===== config.mk =====
export PLATFORM = sky130hd
export DESIGN_NAME = harness_ctrl
export DESIGN_NICKNAME = d
export VERILOG_FILES = /design/src/rtl/harness_pkg.sv /design/src/rtl/sat_counter.sv /design/src/rtl/harness_ctrl.sv
export SDC_FILE = /design/constraint.sdc
export NUM_CORES = 1
export LEC_CHECK = 0
export BUFFER_PORTS_ARGS = -buffer_cell sky130_fd_sc_hd__buf_2
export CAP_MARGIN = 25
export CORE_MARGIN = 2
export CORE_UTILIZATION = 50
export DETAILED_ROUTE_END_ITERATION = 7
export PLACE_DENSITY = 0.76
export SLEW_MARGIN = 5
export SYNTH_ARGS = -nofsm -noshare
export SYNTH_HDL_FRONTEND = slang
export SYNTH_HIERARCHICAL = 1
export SYNTH_SLANG_ARGS = --single-unit

===== constraint.sdc =====
create_clock -name clk -period 2.65 [get_ports clk]
set_input_delay 0.1325 -clock clk [delete_from_list [all_inputs] [get_ports clk]]
set_output_delay 0.1325 -clock clk [all_outputs]
set_load 0.05 [all_outputs]

===== src/rtl/harness_pkg.sv =====
// Shared types and the write-classification rule for the processor test harness.
package harness_pkg;

    localparam int CLS_W = 64;

    typedef enum logic [2:0] {HOLD, RUN, PASS, FAIL, TIMEOUT} hstate_t;

    typedef enum logic [1:0] {V_NONE, V_PASS, V_FAIL, V_TIMEOUT} verdict_t;

    // Operands are zero-extended to CLS_W so one function serves any bus width.
    function automatic verdict_t classify(
        input logic [CLS_W-1:0] addr,
        input logic [CLS_W-1:0] data,
        input logic [CLS_W-1:0] passAddr,
        input logic [CLS_W-1:0] passData,
        input logic [CLS_W-1:0] ignoreAddr,
        input logic             strict
    );
        verdict_t v;
        v = V_NONE;
        if (addr == passAddr)
            v = (data == passData) ? V_PASS : V_FAIL;
        else if (addr != ignoreAddr && strict)
            v = V_FAIL;
        return v;
    endfunction

endpackage


===== src/rtl/sat_counter.sv =====
// Up-counter with synchronous clear that sticks at all-ones instead of wrapping.
module sat_counter #(
    parameter int W = 8
) (
    input  logic         clk,
    input  logic         reset,
    input  logic         en,
    output logic [W-1:0] q
);

    // NOTE: sequential state uses non-blocking assignments so every register
    // samples pre-edge values and simulation matches the synthesized flops.
    always_ff @(posedge clk) begin
        if (reset)
            q <= '0;
        else if (en && q != '1)
            q <= q + 1'b1;
    end

endmodule


===== src/rtl/harness_ctrl.sv =====
// Processor test harness: holds the CPU in reset, then watches its write port
// and latches a sticky pass / fail / timeout verdict with run statistics.
module harness_ctrl
    import harness_pkg::*;
#(
    parameter int                 ADDR_W       = 32,
    parameter int                 DATA_W       = 32,
    parameter int                 CNT_W        = 16,
    parameter int                 RESET_CYCLES = 3,
    parameter int                 MAX_CYCLES   = 160,
    parameter logic [ADDR_W-1:0]  PASS_ADDR    = ADDR_W'(100),
    parameter logic [DATA_W-1:0]  PASS_DATA    = DATA_W'(7),
    parameter logic [ADDR_W-1:0]  IGNORE_ADDR  = ADDR_W'(96),
    parameter logic               STRICT       = 1'b0
) (
    input  logic              clk,
    input  logic              reset,
    input  logic              MemWrite,
    input  logic [ADDR_W-1:0] DataAdr,
    input  logic [DATA_W-1:0] WriteData,
    output logic              cpu_reset,
    output logic              done,
    output logic              pass,
    output logic              fail,
    output logic              timeout,
    output logic [CNT_W-1:0]  cycles,
    output logic [CNT_W-1:0]  writes,
    output logic [ADDR_W-1:0] last_adr,
    output logic [DATA_W-1:0] last_data
);

    localparam int HOLD_W = 8;

    hstate_t           state;
    verdict_t          wrVerdict;
    logic [HOLD_W-1:0] holdCnt;
    logic              runCycle;
    logic              runWrite;
    logic              lastRun;

    assign runCycle = (state == RUN);
    assign runWrite = runCycle && MemWrite;
    assign lastRun  = (cycles == CNT_W'(MAX_CYCLES - 1));

    sat_counter #(.W(HOLD_W)) uHold (
        .clk(clk), .reset(reset), .en(state == HOLD), .q(holdCnt)
    );

    sat_counter #(.W(CNT_W)) uCycles (
        .clk(clk), .reset(reset), .en(runCycle), .q(cycles)
    );

    sat_counter #(.W(CNT_W)) uWrites (
        .clk(clk), .reset(reset), .en(runWrite), .q(writes)
    );

    // Gating on runWrite keeps an undriven bus from reaching the verdict.
    always_comb begin
        // NOTE: default first so no path through this block leaves wrVerdict
        // unassigned, which would otherwise infer a latch.
        wrVerdict = V_NONE;
        if (runWrite)
            wrVerdict = classify(CLS_W'(DataAdr), CLS_W'(WriteData),
                                 CLS_W'(PASS_ADDR), CLS_W'(PASS_DATA),
                                 CLS_W'(IGNORE_ADDR), STRICT);
    end

    always_ff @(posedge clk) begin
        if (reset) begin
            state     <= HOLD;
            cpu_reset <= 1'b1;
            done      <= 1'b0;
            pass      <= 1'b0;
            fail      <= 1'b0;
            timeout   <= 1'b0;
            last_adr  <= '0;
            last_data <= '0;
        end else begin
            unique case (state)
                HOLD: begin
                    if (holdCnt == HOLD_W'(RESET_CYCLES - 1)) begin
                        state     <= RUN;
                        cpu_reset <= 1'b0;
                    end
                end
                RUN: begin
                    if (MemWrite) begin
                        last_adr  <= DataAdr;
                        last_data <= WriteData;
                    end
                    // A decisive write in the last budget cycle outranks the timeout.
                    if (wrVerdict == V_PASS) begin
                        state <= PASS;
                        done  <= 1'b1;
                        pass  <= 1'b1;
                    end else if (wrVerdict == V_FAIL) begin
                        state <= FAIL;
                        done  <= 1'b1;
                        fail  <= 1'b1;
                    end else if (lastRun) begin
                        state   <= TIMEOUT;
                        done    <= 1'b1;
                        timeout <= 1'b1;
                    end
                end
                default: ;
            endcase
        end
    end

endmodule


; ---- Yosys cells after proc, flatten, opt, wreduce, memory -nomap -nowiden
; Index checks and enable logic that the tools add are counted.
[classes]
n_addsub = 3
multipliers = 0
n_div = 0
n_lt_le_gt_ge = 0
n_eq_ne = 12
n_shift = 0
mux = 11
n_bitwise = 2
n_reduce_logical = 14
[op_table]
columns = op, count
row1 = $add 16x1->16 const B, 2
row2 = $eq 32x3->1 const B, 1
row3 = $eq 32x7->1 const B, 1
row4 = $ne 16x16->1 const B, 2
row5 = $eq 16x8->1 const B, 1
row6 = $mux 3, 4
row7 = $add 8x1->8 const B, 1
row8 = $eq 8x2->1 const B, 1
row9 = $ne 8x8->1 const B, 1
row10 = $reduce_and 2->1, 4
row11 = $mux 2, 3
row12 = $pmux 3 s2, 1
row13 = $reduce_and 3->1, 2
row14 = $logic_and 1x1->1, 4
row15 = $ne 4x1->1 const B, 1
row16 = $reduce_and 4->1, 1
row17 = $eq 3x1->1 const B, 1
row18 = $logic_not 3->1, 1
row19 = $mux 1, 3
row20 = $reduce_bool 3->1, 1
row21 = $eq 2x1->1 const B, 1
row22 = $eq 2x2->1 const B, 1
row23 = $ne 2x2->1 const B, 1
row24 = $not 1->1, 2
row25 = $reduce_bool 2->1, 1
[word_totals]
regBits = 112
latchBits = 0
ramBits = 0
mem_bits_ro = 0
inputBits = 67
out_inout_bits = 101
word_cells = 53
n_memories = 0

; ---- Longest topological paths before layout
[depth]
depth_word = 8
depth_mapped = 8
ltp_nobuf = 8

; ---- Cells and area by module
; Netlist, hierarchy kept.
[modules_own_cells]
columns = module, instances, cells_each, area_each_um2, seq_area_each_um2
row1 = harness_ctrl, 1, 351, 2941.6, 1441.4
row2 = sat_counter at uCycles ..., 2, 99, 848.3, 320.3
row3 = sat_counter at uHold, 1, 46, 430.4, 160.2

; ---- Worst setup path after synthesis
; OpenSTA, ideal clock, no wires.
[synth_timing]
kind = reg-to-reg
from = register state[2]
to = register state[2]
arrival_time_ps = 2019
t_required_ps = 2580
path_slack_ps = 561
path_stages_with_launch = 9
path_buffers = 0
period_less_slack_ps = 2089
path_cell_list = dfxtp_1 nor3b_4 nand2_4 nor4_4 nand2b_1 ha_1 nand2_1 or2_2 a21oi_1
[synth_between]
elab_chain_cells = 7
word_cells_on_any_way = 13
cone_classes = 5 x eq/ne / 4 x mux / 4 x reduce/logical
[synth_rtl]
columns = item, line
row1 = start: declaration, harness_ctrl.sv:34  ; hstate_t state;
row2 = start signal: assignment, harness_ctrl.sv:70  ; state <= HOLD;
row3 = start signal: assignment, harness_ctrl.sv:82  ; state <= RUN;
row4 = start signal: assignment, harness_ctrl.sv:93  ; state <= PASS;
row5 = $eq 3x1->1 (*), harness_ctrl.sv:41  ; assign runCycle = (state == RUN);
row6 = named net runCycle, harness_ctrl.sv:37  ; logic runCycle;
row7 = $logic_and 1x1->1, harness_ctrl.sv:42  ; assign runWrite = runCycle && MemWrite;
row8 = $mux 2, harness_ctrl.sv:62  ; if (runWrite)
row9 = $eq 2x2->1, harness_ctrl.sv:96  ; end else if (wrVerdict == V_FAIL) begin
row10 = $mux 3, harness_ctrl.sv:96
row11 = $mux 3, harness_ctrl.sv:92  ; if (wrVerdict == V_PASS) begin
row12 = $pmux 3 s2, harness_ctrl.sv:79  ; unique case (state)
; The timed path passes the listed nets; every way through them passes the cells marked *.
; A chain may end at the register's enable or synchronous reset.

; ---- Worst setup path in the final report
[layout_timing]
from = input port WriteData[19]
to = register timeout
[layout_between]
elab_chain_cells = 7
word_cells_on_any_way = 9
cone_classes = 3 x eq/ne / 3 x mux / 2 x bitwise / 1 x reduce/logical
[layout_rtl]
columns = item, line
row1 = start: declaration, harness_ctrl.sv:20  ; input logic [DATA_W-1:0] WriteData,
row2 = $eq 32x3->1 (*), harness_pkg.sv:22  ; v = (data == passData) ? V_PASS : V_FAIL;
row3 = $mux 2 (*), harness_pkg.sv:22
row4 = $mux 2 (*), harness_pkg.sv:21  ; if (addr == passAddr)
row5 = $mux 2 (*), harness_ctrl.sv:62
row6 = $eq 2x2->1 or $eq 2x1->1 (tied branches), "harness_ctrl.sv:96, harness_ctrl.sv:92"
row7 = $not 1->1 (no source line), --
row8 = $reduce_and 4->1 (no source line) (*), --
row9 = end signal: assignment, harness_ctrl.sv:75  ; timeout <= 1'b0;
row10 = end signal: assignment, harness_ctrl.sv:103  ; timeout <= 1'b1;
row11 = end: declaration, harness_ctrl.sv:25  ; output logic timeout,
; Every way passes the cells marked *; elsewhere a longest branch is shown, timed or not.

==> results.ini <==
[flow_run]
max_cap_violations = 0

[min_path]
hp-class = in2reg
min-delay-start = DataAdr[29]
whs_endpoint = last_adr[29]
whs_path_depth = 3

[logic_synthesis]
synthesis.nets = 668
syn_area_um2 = 5070
ys_ff_latch = 112
synth_area_per_cell_um2 = 8.52
synth-seq-area-share = 0.442
synthDistinctLibCells = 54
yosys.area.top_type = dfxtp_1
ys_warn_count = 6
yosysTopAreaCellShare = 0.442
synth_cells = 595
synth_area_leaders = dfxtp_1, nand2_1, a21oi_1

[sta]
setup_viol = 0
hold_viol_final = 0
rsz0062_at_grt = no
finalCritPeriodShare = 0.915
tns_ns = 0
finalClockSkew_ns = 0.00870
fmax_mhz = 412
period_needed_ns = 2.42
drv_slew = 0
slew_headroom = 0.561
worst_pin_slew_ns = 0.650
layout_setup_ws_ns = 0.226
hold_slack_ns = 0.0110

[worst_setup_path]
cp_slowest_cell = dlygate4sd3_1
critPathBufInv = 2
path_class = in2reg
rr_endpoint = uWrites/q[11]
crit_path_max_fanout = 4
crit_required_ns = 2.95
end_kind = flop
r2r-start = state[0]
cp_top_family = simple AND/OR/NAND/NOR gates
crit_path_cell_trace = dlygate4sd3_1 > buf_2 > nor4_1 > nand4_1 > nor3_2 > and2_1 > ha_1 > nand2_1 > or2_2 > a21oi_1
critical_path_arrival_ns = 2.73
r2r_slack_ns = 0.49
reg2regPathDepth = 6
crit_path_max_incr_delay_ns = 0.53
start_kind = input pin

[power]
seqPwrFrac = 0.486
comb_power_share = 0.276
p_sw_mw = 1.41
p_int_mw = 2.48
clock_power_share = 0.238
power_mw = 3.89
ir_worst_vdd_v = 0.000331
power.density_nw_per_um2 = 606
swShare = 0.362
leakagePower_nw = 2.58

[final_layout]
fin_util = 0.654
stdcell_count = 918
drive_gt1_frac = 0.317
final_cell_mix = buf_2, nand2_1, dfxtp_1, a21oi_1, dlygate4sd3_1
final_area_um2 = 6430
syn_to_final_growth_pct = 26.8
diodes = 0
fin_nets = 854
final_common_cell = buf_2

[global_routing]
grtUsageTotal = 0.238
grt_first_pass_wirelength_mm = 21.6
grt_max_degree = 58
grt_overflow = 0
antenna_found_initial = 0
grt_pass1_vias = 4557

[die]
rows = 36
fp.coreArea_um2 = 9820
io_pins = 168
die_h_um = 105
initial_core_util = 0.516
die-area_um2 = 11000
die_w_um = 105

[cts]
clkSinkCount = 112
cts.htree.levels = 3
cts_buffers = 9
cts_setup_buffers = 0
worstSkewPairLatency_ns = 0.37
clock_path_buffers = 2
cts_tree = built
path_clk_slew_ns = 0.10
root_buffer = clkbuf_8

[routing]
drc_errors = 0
drt_iter0_drc = 360
wl_per_cell_um = 15.1
final_antenna_net_count = 0
vias = 5138
routed_wl_mm = 13.8
avgViaCountPerCell = 5.60
dr.pass1.iters = 5

[outcome]
status = finished, final reports clean

[place]
place_ws_ns = 0.243
dp_hpwl_mm = 9.64
dpl-instance-area_um2 = 5950
routabilityCongestion = 0.894
placed_cells = 873
io_buffers = 167

## worst register-to-register path, cell delays in order, from the launching register on
cell and delay, ns:
dfxtp_1 0.38, nor3b_4 0.27, nand2_4 0.15, clkinv_2 0.23, nand2_1 0.28, nor4bb_1 0.37
mux2_2 0.37
## Yosys cell counts, drive strengths merged
library cell,count
nand2,152
dfxtp,112
a21oi,94
nor4,22
buf,20
nor2,19
nand3,15
nand4,15
nor3,14
or4,14
o31ai,12
clkbuf,11
inv,11
and4,9
o21ai,9
or3,7
ha,6
nor2b,5
xnor2,4
a211oi,3
a31oi,3
and3,3
mux2,3
mux2i,3
nand2b,3
nor4b,3
nor4bb,3
a21boi,2
nand3b,2
o21a,2
o21bai,2
o311ai,2
o41ai,2
a21o,1
a311oi,1
and2,1
and2b,1
clkinv,1
nor3b,1
o311a,1
or2,1
## state kept, by name, summed over array words and instances, names as in the netlist
| signal | flops |
|---|---|
| fail | 1 |
| timeout | 1 |
| done | 1 |
| uWrites/q | 16 |
| last_adr | 32 |
| state | 3 |
| last_data | 32 |
| pass | 1 |
| cpu_reset | 1 |
| uHold/q | 8 |
| uCycles/q | 16 |
## power by group through the flow
stage	Clock (mW)	Sequential, mW	Combinational [mW]
floorplan	0	2.27	0.438
global placement	0	1.92	1.01
detailed placement	0	1.93	1.03
CTS	0.945	1.89	1.06
global route	1.02	1.91	1.15
finish	0.926	1.89	1.07
## how the worst max path moves through the flow
stage,cells past startpoint,slack (ns),to,start
2_1_floorplan,8,0.56,state[2],state[2]
3_3_place_gp,9,0.24,timeout,WriteData[18]
3_5_place_dp,9,0.24,timeout,WriteData[18]
4_1_cts,10,0.1,state[2],WriteData[19]
5_1_grt,10,0.09,state[2],WriteData[19]
6_report,10,0.23,timeout,WriteData[19]
## cell families (layout without fill, tap and decap cells)
group | Yosys count | in the layout | share of synthesized area
AOI/OAI and AO/OA | 134 | 134 | 0.166
xor gates and xnor gates | 4 | 4 | 0.00691
adders and majority gates | 6 | 6 | 0.0148
buffers and inverters | 43 | 233 | 0.0471
DFF | 112 | 112 | 0.442
muxes | 6 | 6 | 0.0133
and+or+nand+nor | 290 | 290 | 0.310
## what timing repair did
action | in CTS | in global routing
endpoints found under the setup margin | 0 | 3
endpoints found under the hold margin | 24 | 6
hold buffers | 24 | 6
gates resized for setup | 0 | 1
## area by class of cell
type	instances	area, µm²
Timing Repair Buffer	206	1210
Fill cell	835	3390
Multi-Input combinational cell	440	2590
Sequential cell	112	2240
Clock inverter	4	31.3
Tap cell	133	166
Inverter	12	46.3
Clock buffer	11	141
## per-layer routing
layer / routed length (µm) / part of all wire / track usage
met1: 5950 / 0.43 / 0.302
met4: 265 / 0.019 / 0.0819
met3: 894 / 0.065 / 0.0443
met5: 0 / 0 / 0
met2: 6740 / 0.49 / 0.405
No activity file was read; power rests on OpenSTA's default activity.
